File: config.mk
export PLATFORM = sky130hd
export DESIGN_NAME = id_issue_stage_flat
export DESIGN_NICKNAME = d
export VERILOG_FILES = /design/src/rtl/id_issue_stage_if.sv /design/src/rtl/id_issue_stage.sv /design/src/flat_wrapper.sv
export SDC_FILE = /design/constraint.sdc
export NUM_CORES = 1
export LEC_CHECK = 0
export CAP_MARGIN = 20
export CORE_ASPECT_RATIO = 0.7
export CORE_MARGIN = 3
export CORE_UTILIZATION = 55
export CTS_BUF_LIST = sky130_fd_sc_hd__clkbuf_4 sky130_fd_sc_hd__clkbuf_8 sky130_fd_sc_hd__clkbuf_16
export CTS_CLUSTER_SIZE = 12
export DETAILED_ROUTE_END_ITERATION = 10
export HOLD_SLACK_MARGIN = 0.05
export PLACE_DENSITY_LB_ADDON = 0.12
export RECOVER_POWER = 100
export SETUP_SLACK_MARGIN = 0.3
export SYNTH_ARGS = -nofsm -noshare
export SYNTH_HDL_FRONTEND = slang
export SYNTH_SLANG_ARGS = --single-unit
File: constraint.sdc
create_clock -name clk -period 5.47 [get_ports clk]
set_input_delay 0.547 -clock clk [delete_from_list [all_inputs] [get_ports clk]]
set_output_delay 0.547 -clock clk [all_outputs]
set_load 0.005 [all_outputs]
File: src/rtl/id_issue_stage_if.sv
// id_issue_stage_if: bundles the instruction handshake, the writeback port
// and the registered ALU-side outputs of the decode/issue stage.
//   master : upstream/test side (drives instruction + writeback)
//   slave  : the issue stage itself (drives in_ready and the ALU outputs)
interface id_issue_stage_if #(
  parameter int DW = 32,
  parameter int AW = 4
);
  logic          in_valid;
  logic [31:0]   in_instr;
  logic          in_ready;
  logic          wb_en;
  logic [AW-1:0] wb_addr;
  logic [DW-1:0] wb_data;
  logic [DW-1:0] alu_a;
  logic [DW-1:0] alu_b;
  logic [3:0]    alu_op;
  logic [AW-1:0] issue_rd;
  logic          issue_valid;
  logic          illegal;
  logic [15:0]   stall_cnt;

  modport master (
    output in_valid, in_instr, wb_en, wb_addr, wb_data,
    input  in_ready, alu_a, alu_b, alu_op, issue_rd, issue_valid, illegal, stall_cnt
  );

  modport slave (
    input  in_valid, in_instr, wb_en, wb_addr, wb_data,
    output in_ready, alu_a, alu_b, alu_op, issue_rd, issue_valid, illegal, stall_cnt
  );
endinterface

File: src/rtl/id_issue_stage.sv
// id_issue_stage: decode/issue stage in front of the registered ALU.
// Decodes opcode/rd/rs1/rs2 from in_instr, reads operands from an internal
// register file (with writeback write-through), interlocks RAW hazards with a
// per-register busy bit, and registers a/b/op/rd toward the ALU.
// Ports:
//   clk  : rising-edge clock
//   rst  : asynchronous active-low reset
//   bus  : id_issue_stage_if.slave (handshake, writeback, ALU outputs, stats)
module id_issue_stage #(
  parameter int NREGS = 16,
  parameter int DW    = 32,
  localparam int AW   = $clog2(NREGS)
) (
  input  logic               clk,
  input  logic               rst,
  id_issue_stage_if.slave    bus
);

  logic [NREGS-1:0][DW-1:0] rf;
  logic [NREGS-1:0]         busy, busy_nxt;

  logic [3:0]    op;
  logic [AW-1:0] rd, rs1, rs2;
  assign op  = bus.in_instr[31:28];
  assign rd  = bus.in_instr[24 +: AW];
  assign rs1 = bus.in_instr[20 +: AW];
  assign rs2 = bus.in_instr[16 +: AW];

  // Low instruction bits carry nothing for this stage.
  logic unused_bits;
  assign unused_bits = ^bus.in_instr[15:0];

  // Opcode classes
  logic use_rs1, use_rs2, wr_rd, op_ill;
  assign use_rs1 = (op >= 4'd1) && (op <= 4'd8);
  assign use_rs2 = (op >= 4'd1) && (op <= 4'd6);
  assign wr_rd   = (op >= 4'd1) && (op <= 4'd9);
  assign op_ill  = (op >= 4'd10);

  // A writeback to a nonzero source this cycle both forwards its data and
  // resolves that source's hazard.
  logic wb_hit1, wb_hit2;
  assign wb_hit1 = bus.wb_en && (bus.wb_addr == rs1) && (rs1 != '0);
  assign wb_hit2 = bus.wb_en && (bus.wb_addr == rs2) && (rs2 != '0);

  logic [DW-1:0] val1, val2;
  assign val1 = (rs1 == '0) ? '0 : (wb_hit1 ? bus.wb_data : rf[rs1]);
  assign val2 = (rs2 == '0) ? '0 : (wb_hit2 ? bus.wb_data : rf[rs2]);

  logic haz1, haz2;
  assign haz1 = use_rs1 && (rs1 != '0) && busy[rs1] && !wb_hit1;
  assign haz2 = use_rs2 && (rs2 != '0) && busy[rs2] && !wb_hit2;

  assign bus.in_ready = !(haz1 || haz2);

  logic accept;
  assign accept = bus.in_valid && bus.in_ready;

  // Clear from writeback first, then set from issue so a same-edge
  // issue to the register being written back leaves it busy.
  always_comb begin
    busy_nxt = busy;
    if (bus.wb_en) busy_nxt[bus.wb_addr] = 1'b0;
    if (accept && wr_rd && (rd != '0)) busy_nxt[rd] = 1'b1;
    busy_nxt[0] = 1'b0;
  end

  always_ff @(posedge clk or negedge rst) begin
    if (!rst) begin
      rf   <= '0;
      busy <= '0;
    end else begin
      busy <= busy_nxt;
      if (bus.wb_en && (bus.wb_addr != '0)) rf[bus.wb_addr] <= bus.wb_data;
    end
  end

  always_ff @(posedge clk or negedge rst) begin
    if (!rst) begin
      bus.alu_a       <= '0;
      bus.alu_b       <= '0;
      bus.alu_op      <= '0;
      bus.issue_rd    <= '0;
      bus.issue_valid <= 1'b0;
      bus.illegal     <= 1'b0;
    end else if (accept) begin
      bus.alu_a       <= use_rs1 ? val1 : '0;
      bus.alu_b       <= use_rs2 ? val2 : '0;
      bus.alu_op      <= op_ill ? 4'd0 : op;
      bus.issue_rd    <= rd;
      // NOP and illegal ops both go out as bubbles.
      bus.issue_valid <= wr_rd;
      bus.illegal     <= op_ill;
    end else begin
      bus.alu_op      <= '0;
      bus.issue_valid <= 1'b0;
      bus.illegal     <= 1'b0;
    end
  end

  always_ff @(posedge clk or negedge rst) begin
    if (!rst)
      bus.stall_cnt <= '0;
    else if (bus.in_valid && !bus.in_ready && (bus.stall_cnt != 16'hFFFF))
      bus.stall_cnt <= bus.stall_cnt + 16'd1;
  end

endmodule

File: src/flat_wrapper.sv
// flat-port wrapper written by rule: the top's interface ports become plain ports
module id_issue_stage_flat 
#(
  parameter int NREGS = 16,
  parameter int DW    = 32,
  localparam int AW   = $clog2(NREGS)
)
  (clk, rst, bus_in_valid, bus_in_instr, bus_wb_en, bus_wb_addr, bus_wb_data, bus_in_ready, bus_alu_a, bus_alu_b, bus_alu_op, bus_issue_rd, bus_issue_valid, bus_illegal, bus_stall_cnt);
  id_issue_stage_if #(.DW(DW)) bus_i ();
  input  logic clk;
  input  logic rst;
  input wire logic [$bits(bus_i.in_valid)-1:0] bus_in_valid;
  input wire logic [$bits(bus_i.in_instr)-1:0] bus_in_instr;
  input wire logic [$bits(bus_i.wb_en)-1:0] bus_wb_en;
  input wire logic [$bits(bus_i.wb_addr)-1:0] bus_wb_addr;
  input wire logic [$bits(bus_i.wb_data)-1:0] bus_wb_data;
  output wire logic [$bits(bus_i.in_ready)-1:0] bus_in_ready;
  output wire logic [$bits(bus_i.alu_a)-1:0] bus_alu_a;
  output wire logic [$bits(bus_i.alu_b)-1:0] bus_alu_b;
  output wire logic [$bits(bus_i.alu_op)-1:0] bus_alu_op;
  output wire logic [$bits(bus_i.issue_rd)-1:0] bus_issue_rd;
  output wire logic [$bits(bus_i.issue_valid)-1:0] bus_issue_valid;
  output wire logic [$bits(bus_i.illegal)-1:0] bus_illegal;
  output wire logic [$bits(bus_i.stall_cnt)-1:0] bus_stall_cnt;
  assign bus_i.in_valid = bus_in_valid;
  assign bus_i.in_instr = bus_in_instr;
  assign bus_i.wb_en = bus_wb_en;
  assign bus_i.wb_addr = bus_wb_addr;
  assign bus_i.wb_data = bus_wb_data;
  assign bus_in_ready = bus_i.in_ready;
  assign bus_alu_a = bus_i.alu_a;
  assign bus_alu_b = bus_i.alu_b;
  assign bus_alu_op = bus_i.alu_op;
  assign bus_issue_rd = bus_i.issue_rd;
  assign bus_issue_valid = bus_i.issue_valid;
  assign bus_illegal = bus_i.illegal;
  assign bus_stall_cnt = bus_i.stall_cnt;
  id_issue_stage #(.NREGS(NREGS), .DW(DW)) u_core (.clk(clk), .rst(rst), .bus(bus_i));
endmodule
# ---- After elaboration in Yosys (flattened, before gate mapping)
# Index checks and enable logic that the tools add are counted.
dict set report totals {
  reg_bits 617
  output_inout_bits 91
  wordCells 100
}
dict set report classes {
  n_addsub 1
  order_cmp 11
  eq_ne 3
  muxes 27
  bitwise_logic 3
  reduce_logical 31
}
# op n
set ops {}
lappend ops {{$bwmux W512} 1}
lappend ops {{$mux W32} 9}
lappend ops {{$bmux W32 S4} 2}
lappend ops {{$demux W32 S4} 1}
lappend ops {{$mux W16} 2}
lappend ops {{$logic_and A1 B1 Y1} 21}
lappend ops {{$lt A4 B5 Y1 const B} 4}
lappend ops {{$add A16 B1 Y16 const B} 1}
lappend ops {{$and A16 B16 Y16} 1}
lappend ops {{$ne A16 B16 Y1 const B} 1}
lappend ops {{$not A16 Y16} 1}
lappend ops {{$or A16 B16 Y16} 1}
lappend ops {{$reduce_bool A4 Y1} 4}
lappend ops {{$ge A4 B1 Y1 const B} 3}
lappend ops {{$bmux W1 S4} 2}
lappend ops {{$demux W1 S4} 2}
lappend ops {{$eq A4 B4 Y1} 2}
lappend ops {{$le A4 B4 Y1 const B} 2}
lappend ops {{$logic_not A4 Y1} 2}
lappend ops {{$mux W4} 2}
lappend ops {{$mux W1} 6}
lappend ops {{$ge A4 B4 Y1 const B} 1}
lappend ops {{$le A4 B3 Y1 const B} 1}
lappend ops {{$logic_not A1 Y1} 3}
lappend ops {{$logic_or A1 B1 Y1} 1}

# ---- Depth between registers and ports, before layout
dict set report depth {
  depth_word 11
  mapped_depth 10
  ltp_nobuf 7
}

# ---- Worst setup path after synthesis
# Ideal clock, no wire load.
dict set report synth_timing {
  path_kind {input to register}
  from {in bus_in_instr[16]}
  to {reg u_core.bus.alu_b[13]}
  arrival_time_ns 2.669
  t_required_ns 5.343
  slack_ns 2.674
  path_stages 7
  path_buffers 3
  cell_sequence {buf_2 buf_4 buf_1 mux4_2 a221oi_1 o22ai_1 mux2_1}
}
dict set report synth_between {
  elab_chain_cells 8
  word_cells_on_any_way 19
}
# item line_no
set synth_rtl {}
lappend synth_rtl {{start, declared} flat_wrapper.sv:13} ;# input wire logic [$bits(bus_i.in_instr)-1:0] bus_in_instr;
lappend synth_rtl {{branches (longest 8 deep; another with $bmux W32 S4)} -}
lappend synth_rtl {{end signal, assigned} id_issue_stage.sv:88} ;# bus.alu_b <= use_rs2 ? val2 : '0;
lappend synth_rtl {{end, declared} id_issue_stage_if.sv:30} ;# output in_ready, alu_a, alu_b, alu_op, issue_rd, issue_valid, illegal, stall_cnt
# Parallel ways; which one is timed is not known. The select of a mux whose other input is x is not followed.
# A chain may end at the register's enable or synchronous reset.

# ---- Final worst setup path
dict set report layout_timing {
  from {in bus_wb_addr[0]}
  to {reg u_core.rf[322] (netlist bit)}
}
dict set report layout_between {
  elab_chain_cells 5
  word_cells_on_any_way 8
}
# item line_no
set layout_rtl {}
lappend layout_rtl {{start, declared} flat_wrapper.sv:15} ;# input wire logic [$bits(bus_i.wb_addr)-1:0] bus_wb_addr;
lappend layout_rtl {{$lt A4 B5 Y1 (implied by the code) or $ge A4 B1 Y1 (tied branches)} id_issue_stage.sv:74} ;# if (bus.wb_en && (bus.wb_addr != '0)) rf[bus.wb_addr] <= bus.wb_data;
lappend layout_rtl {{$logic_and A1 B1 Y1 (implied by the code)} id_issue_stage.sv:74}
lappend layout_rtl {{$mux W32 (implied by the code)} id_issue_stage.sv:74}
lappend layout_rtl {{$demux W32 S4} -}
lappend layout_rtl {{$bwmux W512} id_issue_stage.sv:74}
lappend layout_rtl {{end signal, assigned by index} id_issue_stage.sv:74}
lappend layout_rtl {{end, declared} id_issue_stage.sv:19} ;# logic [NREGS-1:0][DW-1:0] rf;
# Parallel ways exist; a longest one is shown, timed or not.

==> impl_metrics.env <==
export IMPL_fmax_mhz=204.1
export IMPL_ir_drop_v=0.0002488
export IMPL_cts_setup_buffers=0
export IMPL_synth_xor_area_share_pct=0.5488
export IMPL_core_area_sq_mm=0.05709
export IMPL_async_reset_ff_share_pct=100.0
export IMPL_initial_utilization_pct=55.91
export IMPL_synth_cells=2181
export IMPL_period_share_pct=89.57
export IMPL_cts_tree="done"
export IMPL_worst_slack_ns=0.5707
export IMPL_synth_mux_area_share_pct=38.85
export IMPL_maxSlewViolCount=451
export IMPL_drt_pre_antenna_iters=6
export IMPL_finalHoldViolCount=0
export IMPL_fin_crit_ns=4.899
export IMPL_dieArea_sq_mm=0.06101
export IMPL_met1Wirelength_mm=39.15
export IMPL_final_nets=2274
export IMPL_rows=73
export IMPL_power_density_mw_per_mm2=374.1
export IMPL_synth_fa_ha_area_share_pct=0.03920
export IMPL_hold_start="u_core.rf[2]"
export IMPL_die_h_microns=207.6
export IMPL_totalWireLength_mm=89.19
export IMPL_cts_max_level=2
export IMPL_synth_edf_count=0
export IMPL_viasPerCell=6.876
export IMPL_numCtsBuffers=61
export IMPL_syn_area_sq_mm=0.03192
export IMPL_hpwl_mm=51.89
export IMPL_vias=20510
export IMPL_synthToLayoutAreaGrowth_pct=11.35
export IMPL_synth_seq_cells=617
export IMPL_dr_wl_met3_mm=6.894
export IMPL_setup_tns_ns=0
export IMPL_yosysWarnings=0
export IMPL_cp_end_kind="flop"
export IMPL_synth_compound_area_share_pct=6.268
export IMPL_critPathMaxFanout=17
export IMPL_dr_max_layer_used="met5"
export IMPL_ys_types=51
export IMPL_status="complete, but fails checks"
export IMPL_cp_data_required_time_ns=5.98
export IMPL_diodes=0
export IMPL_tightest_slew_ns=3.592
export IMPL_postRouteAntennaNets=0
export IMPL_rsz0062_at_grt="false"
export IMPL_gp_congestion=0.7998
export IMPL_p_leak_nw=15.08
export IMPL_post_route_util_pct=62.26
export IMPL_drc_errors=0
export IMPL_cap_violations=21
export IMPL_overflow=0
export IMPL_dp_slack_ns=1.417
export IMPL_synth_top_family_by_area="multiplexers"
export IMPL_yosys_area_share_simple_pct=2.701
export IMPL_drtIter0Drc=2136
export IMPL_clock_sinks=617
export IMPL_seq_area_frac_synth_pct=48.37
export IMPL_boundaryPins=163
export IMPL_placedCellCount=2886
export IMPL_clkTransAtPathRegs_ns=0.06
export IMPL_cp_start_kind="input port"
export IMPL_track_usage_pct=29.47
export IMPL_crit_reg2reg_launch="u_core.busy[15]"
export IMPL_fin_cells=2983
export IMPL_cts_buffer_depth=3
export IMPL_clk_latency_ns=0.63
export IMPL_failed_checks="max-capacitance violations, max-slew violations"
export IMPL_stdcell_area_sq_mm=0.03554
export IMPL_grt_first_pass_wirelength_mm=136.3
export IMPL_place_area_sq_mm=0.03384
export IMPL_max_slew_margin_rel_pct=-139.4
export IMPL_arrival_ns=5.41
export IMPL_root_buffer="clkbuf_16"
export IMPL_grt_pass1_vias=21400
export IMPL_fin_skew_ns=0.02132
export IMPL_dr_wl_met2_mm=40.77
export IMPL_critical_path_class="in -> reg"
export IMPL_critPathLaunch="bus_wb_addr[0]"
export IMPL_post_drt_wl_per_cell_microns=29.90
export IMPL_grt_max_degree=167
export IMPL_avgSynthCellArea_sq_um=14.63
export IMPL_dieWidth_microns=293.9
export IMPL_grt_antenna_before_repair=3
export IMPL_ys_flop_type="dfrtp_1"
export IMPL_hold_path_class="reg -> reg"
export IMPL_syn_nets=2254
export IMPL_finalSetupViolCount=0
export IMPL_port_buffers=146
export IMPL_layout_drive_gt1_share_pct=38.69
-- timing repair --
item	CTS	global route
hold endpoints to repair	54	0
endpoints found under the setup margin	0	0
hold buffers	1	0
resized for setup	0	0
-- sequential cells by signal, indices dropped and copies added (netlist names) --
| name | cells |
|---|---|
| u_core.bus.stall_cnt | 16 |
| u_core.bus.illegal | 1 |
| u_core.rf | 512 |
| u_core.bus.alu_op | 4 |
| u_core.bus.issue_rd | 4 |
| u_core.bus.alu_a | 32 |
| u_core.bus.issue_valid | 1 |
| u_core.busy | 15 |
| u_core.bus.alu_b | 32 |
-- report_power, final --
group          leakage, nW  total [mW]  internal (mW)  switching [mW]
Clock                0.940        4.05           2.28            1.77
Sequential            7.72        6.27           5.55           0.719
Combinational         6.43        2.98           1.83            1.16
-- critical path, stage by stage --
cell,delay [ns]
dlygate4sd3_1,0.67
nand2b_1,0.34
nor2_1,2.10
clkbuf_1,1.26
mux2_2,0.44
-- path summary, 6_finish.rpt --
check | end | slack (ns) | cells after the start
worst max-delay path | u_core.rf[322] | 0.57 | 5
max in group asynchronous | u_core.rf[204] | 1.45 | 3
min in group asynchronous | u_core.bus.issue_valid | 1.67 | 2
worst min-delay path | u_core.rf[2] | 0.40 | 0
worst max register to register | u_core.bus.alu_a[24] | 1.98 | 7
worst min register to register | u_core.rf[2] | 0.40 | 0
-- cell families (layout without fill, tap and decap cells) --
kind of cell	after synthesis	count (layout)
multiplexers	875	875
flip-flops	617	617
AO/OA/AOI/OAI	268	268
buffers and inverters	242	294
AND/OR/NAND/NOR	158	158
XOR/XNOR	20	20
adder cells (fa/ha/maj)	1	1
-- layer usage --
metal	up-vias	track usage, %
li1	8433	-
met1	11060	43.98
met2	855	44.49
met3	166	5.797
met4	2	8.305
met5	-	0
-- area by class of cell --
class / instances / area [sq um]
clock buffers: 89 / 1828
clock inverters: 6 / 40.04
fillers: 4246 / 21540
inverters: 4 / 15.01
multi-input cells: 1322 / 15450
flip-flops and latches: 617 / 15440
well taps: 750 / 938.4
repair buffers: 195 / 1832
-- layout by cell type, fill, tap and decap left out, types with 11 or more instances in the layout --
cell type and count:
a221oi_1 45, clkbuf_1 18, xor2_1 15, a22oi_1 14, o21bai_1 13, a21oi_1 33, o21ai_0 24, mux4_2 236
clkdlybuf4s50_1 43, a211oi_1 33, nand3_1 11, dfrtp_1 617, nor2b_1 36, mux2i_1 89, a31oi_1 13, mux2_1 66
clkbuf_16 63, dlygate4sd3_1 96, a22o_1 51, o22ai_1 19, nor2_1 20, nand2_1 38, mux2_2 484, clkbuf_4 17
buf_4 27
-- synthesized netlist by cell type, types with 2 or more instances --
master    count  area [sq um]
dfrtp_1     617         15440
mux2_2      484          5450
mux4_2      236          5315
clkbuf_1    174         653.1
mux2i_1      89         890.9
mux2_1       66         743.2
a22o_1       51         446.7
a221oi_1     45         394.1
buf_2        42         210.2
nand2_1      38         142.6
nor2b_1      37         231.5
a211oi_1     33         247.7
a21oi_1      33         165.2
o21ai_0      24         120.1
nor2_1       21         78.83
o22ai_1      19         118.9
xor2_1       15         131.4
a22oi_1      14         105.1
a31oi_1      13         81.33
o21bai_1     13         97.59
buf_1        11         41.29
nand3_1      11         55.05
nand2b_1     10         62.56
nor4_1       10         62.56
o31ai_1      10         75.07
nor3_1        9         45.04
buf_6         7         78.83
o41ai_1       6         52.55
or3_1         5         31.28
xnor2_1       5         43.79
buf_4         4         30.03
inv_1         4         15.01
nor3b_1       4         30.03
and2_1        2         12.51
and4_1        2         17.52
nand3b_1      2         15.01
-- through the flow --
step	hold WS (ns)	total power [mW]
floorplan	0.2514	8.270
global placement	0.3766	9.183
detailed placement	0.3833	9.361
CTS	0.3964	13.41
global route	0.4072	13.90
finish	0.3979	13.30
Power figures use the tool's default switching activity.
